## src/rtl/fifo_rx_apb.sv

```systemverilog
// fifo_rx_apb: deserialises the CDR bit stream into WIDTH-bit words, buffers
// them in a DEPTH-entry circular FIFO and exposes DATA/STATUS/CTRL/THRESH
// registers on a zero-wait-state APB slave, with a level/overflow interrupt.
module fifo_rx_apb #(
  parameter int WIDTH = 8,
  parameter int DEPTH = 64
) (
  input  logic        clk,
  input  logic        reset_n,
  input  logic        bit_valid,
  input  logic        bit_in,
  input  logic        psel,
  input  logic        penable,
  input  logic        pwrite,
  input  logic [7:0]  paddr,
  input  logic [31:0] pwdata,
  output logic [31:0] prdata,
  output logic        pready,
  output logic        pslverr,
  output logic        irq,
  output logic        mem_state
);

  localparam int PTR_WIDTH = $clog2(DEPTH);
  localparam int CNT_WIDTH = (WIDTH > 1) ? $clog2(WIDTH) : 1;

  localparam logic [7:0] ADDR_DATA   = 8'h00;
  localparam logic [7:0] ADDR_STATUS = 8'h04;
  localparam logic [7:0] ADDR_CTRL   = 8'h08;
  localparam logic [7:0] ADDR_THRESH = 8'h0C;

  localparam logic [PTR_WIDTH:0] LEVEL_FULL   = (PTR_WIDTH + 1)'(DEPTH);
  localparam logic [PTR_WIDTH:0] THRESH_RESET = (PTR_WIDTH + 1)'(DEPTH / 2);

  logic [PTR_WIDTH:0] wr_ptr_q, wr_ptr_d, rd_ptr_q, rd_ptr_d;
  logic [CNT_WIDTH-1:0] bit_cnt_q, bit_cnt_d;
  logic [WIDTH-1:0]   shift_q, shift_d;
  logic               overflow_q, overflow_d;
  logic               enable_q, enable_d;
  logic               msb_first_q, msb_first_d;
  logic               irq_en_q, irq_en_d;
  logic [PTR_WIDTH:0] thresh_q, thresh_d;
  logic [WIDTH-1:0]   mem [DEPTH];

  logic               access, wr_acc, rd_acc;
  logic               sel_data, sel_status, sel_ctrl, sel_thresh, mapped;
  logic [PTR_WIDTH:0] level;
  logic               empty, full, thresh_hit;
  logic               flush, take, last_bit, push_req, push, pop;
  logic [WIDTH:0]     ext_msb, ext_lsb;
  logic [WIDTH-1:0]   word_next;
  logic [31:0]        status_word;
  logic               unused_pwdata;

  // Only a handful of pwdata bits are meaningful; fold the rest away.
  assign unused_pwdata = ^pwdata;

  assign access     = psel & penable;
  assign wr_acc     = access & pwrite;
  assign rd_acc     = access & ~pwrite;
  assign sel_data   = (paddr == ADDR_DATA);
  assign sel_status = (paddr == ADDR_STATUS);
  assign sel_ctrl   = (paddr == ADDR_CTRL);
  assign sel_thresh = (paddr == ADDR_THRESH);
  assign mapped     = sel_data | sel_status | sel_ctrl | sel_thresh;

  assign level      = wr_ptr_q - rd_ptr_q;
  assign empty      = (level == '0);
  assign full       = (level == LEVEL_FULL);
  assign thresh_hit = (level >= thresh_q);

  assign pready     = 1'b1;
  assign mem_state  = ~empty;
  assign irq        = irq_en_q & (thresh_hit | overflow_q);

  // Control decode: bit intake, word completion, push/pop and flush.
  always_comb begin
    ext_msb   = {shift_q, bit_in};
    ext_lsb   = {bit_in, shift_q};
    word_next = msb_first_q ? ext_msb[WIDTH-1:0] : ext_lsb[WIDTH:1];
    flush     = wr_acc & sel_ctrl & pwdata[2];
    take      = enable_q & bit_valid;
    last_bit  = (bit_cnt_q == CNT_WIDTH'(WIDTH - 1));
    push_req  = take & last_bit & ~flush;
    push      = push_req & ~full;
    pop       = rd_acc & sel_data & ~empty & ~flush;
  end

  // Next-state logic for the deserializer, pointers and registers.
  // NOTE: every _d gets a default first so no path leaves it unassigned and infers a latch.
  always_comb begin
    bit_cnt_d   = bit_cnt_q;
    shift_d     = shift_q;
    wr_ptr_d    = wr_ptr_q;
    rd_ptr_d    = rd_ptr_q;
    overflow_d  = overflow_q;
    enable_d    = enable_q;
    msb_first_d = msb_first_q;
    irq_en_d    = irq_en_q;
    thresh_d    = thresh_q;

    if (!enable_q || flush) begin
      bit_cnt_d = '0;
      shift_d   = '0;
    end else if (take) begin
      if (last_bit) begin
        bit_cnt_d = '0;
        shift_d   = '0;
      end else begin
        bit_cnt_d = bit_cnt_q + CNT_WIDTH'(1);
        shift_d   = word_next;
      end
    end

    if (flush) begin
      wr_ptr_d = '0;
      rd_ptr_d = '0;
    end else begin
      if (push) wr_ptr_d = wr_ptr_q + 1'b1;
      if (pop)  rd_ptr_d = rd_ptr_q + 1'b1;
    end

    // A new overflow outranks a simultaneous write-1-to-clear.
    if (push_req && full)                         overflow_d = 1'b1;
    else if (wr_acc && sel_status && pwdata[2])   overflow_d = 1'b0;

    if (wr_acc && sel_ctrl) begin
      enable_d    = pwdata[0];
      msb_first_d = pwdata[1];
      irq_en_d    = pwdata[3];
    end
    if (wr_acc && sel_thresh) thresh_d = pwdata[PTR_WIDTH:0];
  end

  // State registers with asynchronous active-low reset.
  // NOTE: sequential state uses non-blocking assignments so all flops update together.
  always_ff @(posedge clk or negedge reset_n) begin
    if (!reset_n) begin
      wr_ptr_q    <= '0;
      rd_ptr_q    <= '0;
      bit_cnt_q   <= '0;
      shift_q     <= '0;
      overflow_q  <= 1'b0;
      enable_q    <= 1'b0;
      msb_first_q <= 1'b0;
      irq_en_q    <= 1'b0;
      thresh_q    <= THRESH_RESET;
    end else begin
      wr_ptr_q    <= wr_ptr_d;
      rd_ptr_q    <= rd_ptr_d;
      bit_cnt_q   <= bit_cnt_d;
      shift_q     <= shift_d;
      overflow_q  <= overflow_d;
      enable_q    <= enable_d;
      msb_first_q <= msb_first_d;
      irq_en_q    <= irq_en_d;
      thresh_q    <= thresh_d;
    end
  end

  // FIFO storage write port.
  // NOTE: the storage array is deliberately not reset; the pointers alone define valid contents.
  always_ff @(posedge clk) begin
    if (push) mem[wr_ptr_q[PTR_WIDTH-1:0]] <= word_next;
  end

  // APB read mux and error response, driven only during the access phase.
  always_comb begin
    status_word = '0;
    status_word[0] = empty;
    status_word[1] = full;
    status_word[2] = overflow_q;
    status_word[3] = thresh_hit;
    status_word[PTR_WIDTH+8:8] = level;

    pslverr = access & (~mapped | (sel_data & (pwrite | empty)));
    prdata  = '0;
    if (rd_acc && !pslverr) begin
      if (sel_data)        prdata = 32'(mem[rd_ptr_q[PTR_WIDTH-1:0]]);
      else if (sel_status) prdata = status_word;
      else if (sel_ctrl)   prdata = {28'd0, irq_en_q, 1'b0, msb_first_q, enable_q};
      else if (sel_thresh) prdata = 32'(thresh_q);
    end
  end

endmodule

```

## config.mk

```make
export PLATFORM = sky130hd
export DESIGN_NAME = fifo_rx_apb
export DESIGN_NICKNAME = d
export VERILOG_FILES = /design/src/rtl/fifo_rx_apb.sv
export SDC_FILE = /design/constraint.sdc
export NUM_CORES = 1
export LEC_CHECK = 0
export ABC_CLOCK_PERIOD_IN_PS = 9200
export CAP_MARGIN = 20
export CORE_MARGIN = 5
export CORE_UTILIZATION = 37
export DETAILED_ROUTE_END_ITERATION = 8
export HOLD_SLACK_MARGIN = 0.05
export PLACE_DENSITY = 0.57
export SKIP_CTS_REPAIR_TIMING = 1
export SYNTH_ARGS = -nofsm -noshare
export SYNTH_HDL_FRONTEND = slang
export SYNTH_SLANG_ARGS = --single-unit
```

## constraint.sdc

```tcl
create_clock -name clk -period 9.2 [get_ports clk]
set_input_delay 1.84 -clock clk [delete_from_list [all_inputs] [get_ports clk]]
set_output_delay 1.84 -clock clk [all_outputs]
set_load 0.02 [all_outputs]
```

==> summary.md <==
| Metric | Value |
|---|---|
| Largest net degree at the start of global routing | 66 |
| Routed wire per std cell | 26.1 um |
| Post-route clock period utilization | 79.1% |
| Setup slack after layout | 1930 ps |
| Row cnt | 90 |
| Outcome | complete, no violations |
| CP Max Fanout | 37 |
| WP buf/inv | 4 |
| Via count | 11,500 |
| Die height | 257 um |
| Xor and xnor area share after synthesis | 0.426% |
| Post-synthesis mux area share | 15.6% |
| Num CTS Buffers | 54 |
| Synth top area share | 68.0% |
| Fraction of layout cells with a size suffix above 1 | 20.7% |
| RSZ-0062 raised after global routing | false |
| Max-slew violations | 0 |
| R2r startpoint | rd_ptr_q[2]$_DFFE_PN0P_ |
| I/O Pins | 83 |
| Worst setup path startpoint | rd_ptr_q[2]$_DFFE_PN0P_ |
| Post-synthesis sequential area ratio | 72.0% |
| FF+latch count, synth | 548 |
| Final std cells w/o fill | 2,096 |
| Ys Warns | 0 |
| Slowest stage cell, crit path | clkdlybuf4s50_1 |
| Post-synthesis compound-gate area fraction | 3.28% |
| Post-synthesis cell count | 1,213 |
| Placeable Area | 60,500 sq um |
| Die area | 66,100 sq um |
| Crit path launch type | register |
| Post-synth ARST share | 6.57% |
| Clock-pin slew on the worst setup and hold paths | 70 ps |
| DR DRC count | 0 |
| Initial Util | 37.4% |
| Hold Violations, Final | 0 |
| H-tree depth | 2 |
| Vias in the first global route | 11,700 |
| DRT antenna net count | 0 |
| Max Cap Viol | 0 |
| CP Capture Type | output pin |
| Synth Cell Area | 22,600 sq um |
| Synthesis-to-finish area growth | 12.7% |
| DP Cell Count | 1,994 |
| Initial DRC count | 1,039 |
| Final TNS setup | 0 ps |
| Dpl hpwl | 33.3 mm |
| Most common flop cell mapped by yosys | edfxtp_1 |
| LEAKAGE | 8.15 nW |
| First-pass GRT wire length | 81.2 mm |
| Largest area contributor in the netlist | edfxtp_1 |
| Diode count | 0 |
| Post-Route Skew | 19.1 ps |
| Grt ovf | 0 |
| Tmin final | 7270 ps |
| Root buffer selected by CTS | clkbuf_16 |
| Total power | 0.00494 W |
| R2R Path End | mem[37][4]$_DFFE_PP_ |
| Synth Area in Adders | 1.03% |
| Gpl congestion | 0.830 |
| Syn avg cell area | 18.6 sq um |
| Longest Clk Path Bufs | 3 |
| Reg-to-reg setup timing slack | 3940 ps |
| # fillers | 5,266 |
| CTS tree | yes |
| Die Width | 257 um |
| Setup CP Type | register to output pin |
| Final Routed Wirelength | 54.8 mm |
| Ranking of synthesized cells by area | edfxtp_1 68%, mux4_2 14%, dfrtp_1 3.9%, nor2_1 1.9%, mux2i_1 1.2% |
| Multi-input gate area in the final layout | 5810 sq um |
| Worst EP arrival | 5430 ps |
| Synth Area in Simple Gates | 5.09% |
| Pre-CTS WS | 1930 ps |
| Crit path depth | 14 |
| Port-buffer cells | 39 |
| Number of synthesized flops with an enable pin | 512 |
| Min-delay worst type | register to register |
| Vias per cell | 5.48 |
| Worst-margin pin slew | 1010 ps |
| Initial antenna violation count | 0 |
| Total GRT Usage | 16.4% |
| IR drop worst, VDD | 0.121 mV |
| Worst path max stage delay | 690 ps |
| Crit-path cells | inv_2, buf_4, ha_1, a211oi_1, o21bai_1, a21oi_1, xnor2_1, inv_2, ha_1, nand3_1, o21ai_0, o2111ai_1, nor2_1, clkdlybuf4s50_1 |
| Worst skew pair latency | 610 ps |
| Max Clk Rate | 137 MHz |
| Drt first pass iters | 7 |
| Hold WS | 507 ps |
| Final setup vio count | 0 |
| CTS Sinks | 548 |
| WP data required | 7360 ps |
| Critical Path End | prdata[3] |
| Cell variety after synth | 69 |
| Sequential cell area | 16,300 sq um |
| Final nets | 1,333 |
| Worst r2r path cells | 10 |
| Slew margin rel. | 32.7% |
| Largest family of logic cells by synthesized area | multiplexers |
| CP top delay family | buffers and inverters |
| Cell Pwr Density | 194 nW/um^2 |
worst min path at each step:
stage / to / depth (start not counted) / startpoint / slack, ps
2_1_floorplan: wr_ptr_q[6]$_DFFE_PN0P_ / 1 / wr_ptr_q[6]$_DFFE_PN0P_ / 470
3_3_place_gp: wr_ptr_q[6]$_DFFE_PN0P_ / 1 / wr_ptr_q[6]$_DFFE_PN0P_ / 490
3_5_place_dp: wr_ptr_q[6]$_DFFE_PN0P_ / 1 / wr_ptr_q[6]$_DFFE_PN0P_ / 500
4_1_cts: wr_ptr_q[6]$_DFFE_PN0P_ / 1 / wr_ptr_q[6]$_DFFE_PN0P_ / 510
5_1_grt: wr_ptr_q[6]$_DFFE_PN0P_ / 1 / wr_ptr_q[6]$_DFFE_PN0P_ / 570
6_report: wr_ptr_q[6]$_DFFE_PN0P_ / 1 / wr_ptr_q[6]$_DFFE_PN0P_ / 510
registers in the layout (all words and copies together), names as in the netlist:
name	count
overflow_q	1
enable_q	1
wr_ptr_q	7
bit_cnt_q	3
shift_q	8
thresh_q	7
msb_first_q	1
irq_en_q	1
rd_ptr_q	7
mem	512
logic make-up (layout without fill, tap and decap cells):
group,Yosys count,after routing
buffers and inverters,103,188
AO/OA/AOI/OAI,103,103
adder cells (fa/ha/maj),18,18
multiplexers,177,177
flip-flops,548,548
AND/OR/NAND/NOR,251,251
XOR/XNOR,11,11
other,2,18
layer usage:
layer	up-vias	track usage [%]	part of all wire, %	wire length (um)
li1	4946	-	-	-
met1	6057	24.6	44	24300
met2	418	25.2	46	25500
met3	67	3.09	7.3	4000
met4	0	3.97	1.9	1030
met5	-	0	0	0
layout by cell type, fill, tap and decap left out, types with 7 or more instances in the layout:
cell type and n:
nand2_1 65, mux2_2 12, ha_1 17, clkdlybuf4s50_1 38, mux4_2 139, conb_1 18
o21ai_0 17, mux2i_1 26, clkinv_1 13, buf_4 24, xnor2_1 7, nor2_1 113
clkinv_2 13, nand3_1 9, edfxtp_1 512, clkbuf_16 55, nor3_1 9, nor2b_1 13
inv_1 18, a2111oi_0 9, dfrtp_1 32, clkbuf_1 13, a21oi_1 24
Yosys cell counts (4+ instances only):
library cell and count:
a2111oi_0 9, a21oi_1 24, a31oi_1 4, a41oi_1 4, and2_0 4, and3_1 5
buf_1 6, buf_2 12, buf_4 32, buf_6 6, clkbuf_1 24, dfrtp_1 35
edfxtp_1 512, ha_1 17, inv_1 18, mux2_2 12, mux2i_1 26, mux4_2 139
nand2_1 65, nand3_1 9, nand3b_1 4, nand4_1 5, nor2_1 113, nor2b_1 13
nor3_1 9, o21ai_0 17, or4_1 4, xnor2_1 7, xor2_1 4
power breakdown:
part | leakage (nW) | switching [W] | internal [W]
clock network | 0.861 | 0.000935 | 0.00126
registers | 5.27 | 0.00000178 | 0.00269
logic | 2.02 | 0.0000353 | 0.0000169
total | 8.15 | 0.000972 | 0.00396
area by class of cell:
| class | instances | share of cell area (%) |
|---|---|---|
| Tap cell | 782 | 3.84 |
| Clock inverter | 32 | 1.15 |
| Sequential cell | 548 | 63.9 |
| Timing Repair Buffer | 63 | 2.22 |
| Multi-Input combinational cell | 578 | 22.8 |
| Inverter | 23 | 0.339 |
| Clock buffer | 70 | 5.70 |
stage by stage:
step                      util, %  area, sq um
after floorplan                 -        22700
after global placement       39.2        23700
after detailed placement     39.2        23700
after CTS                    42.1        25500
after global routing         42.1        25500
final                        42.1        25500
(Power assumes the default switching activity.)
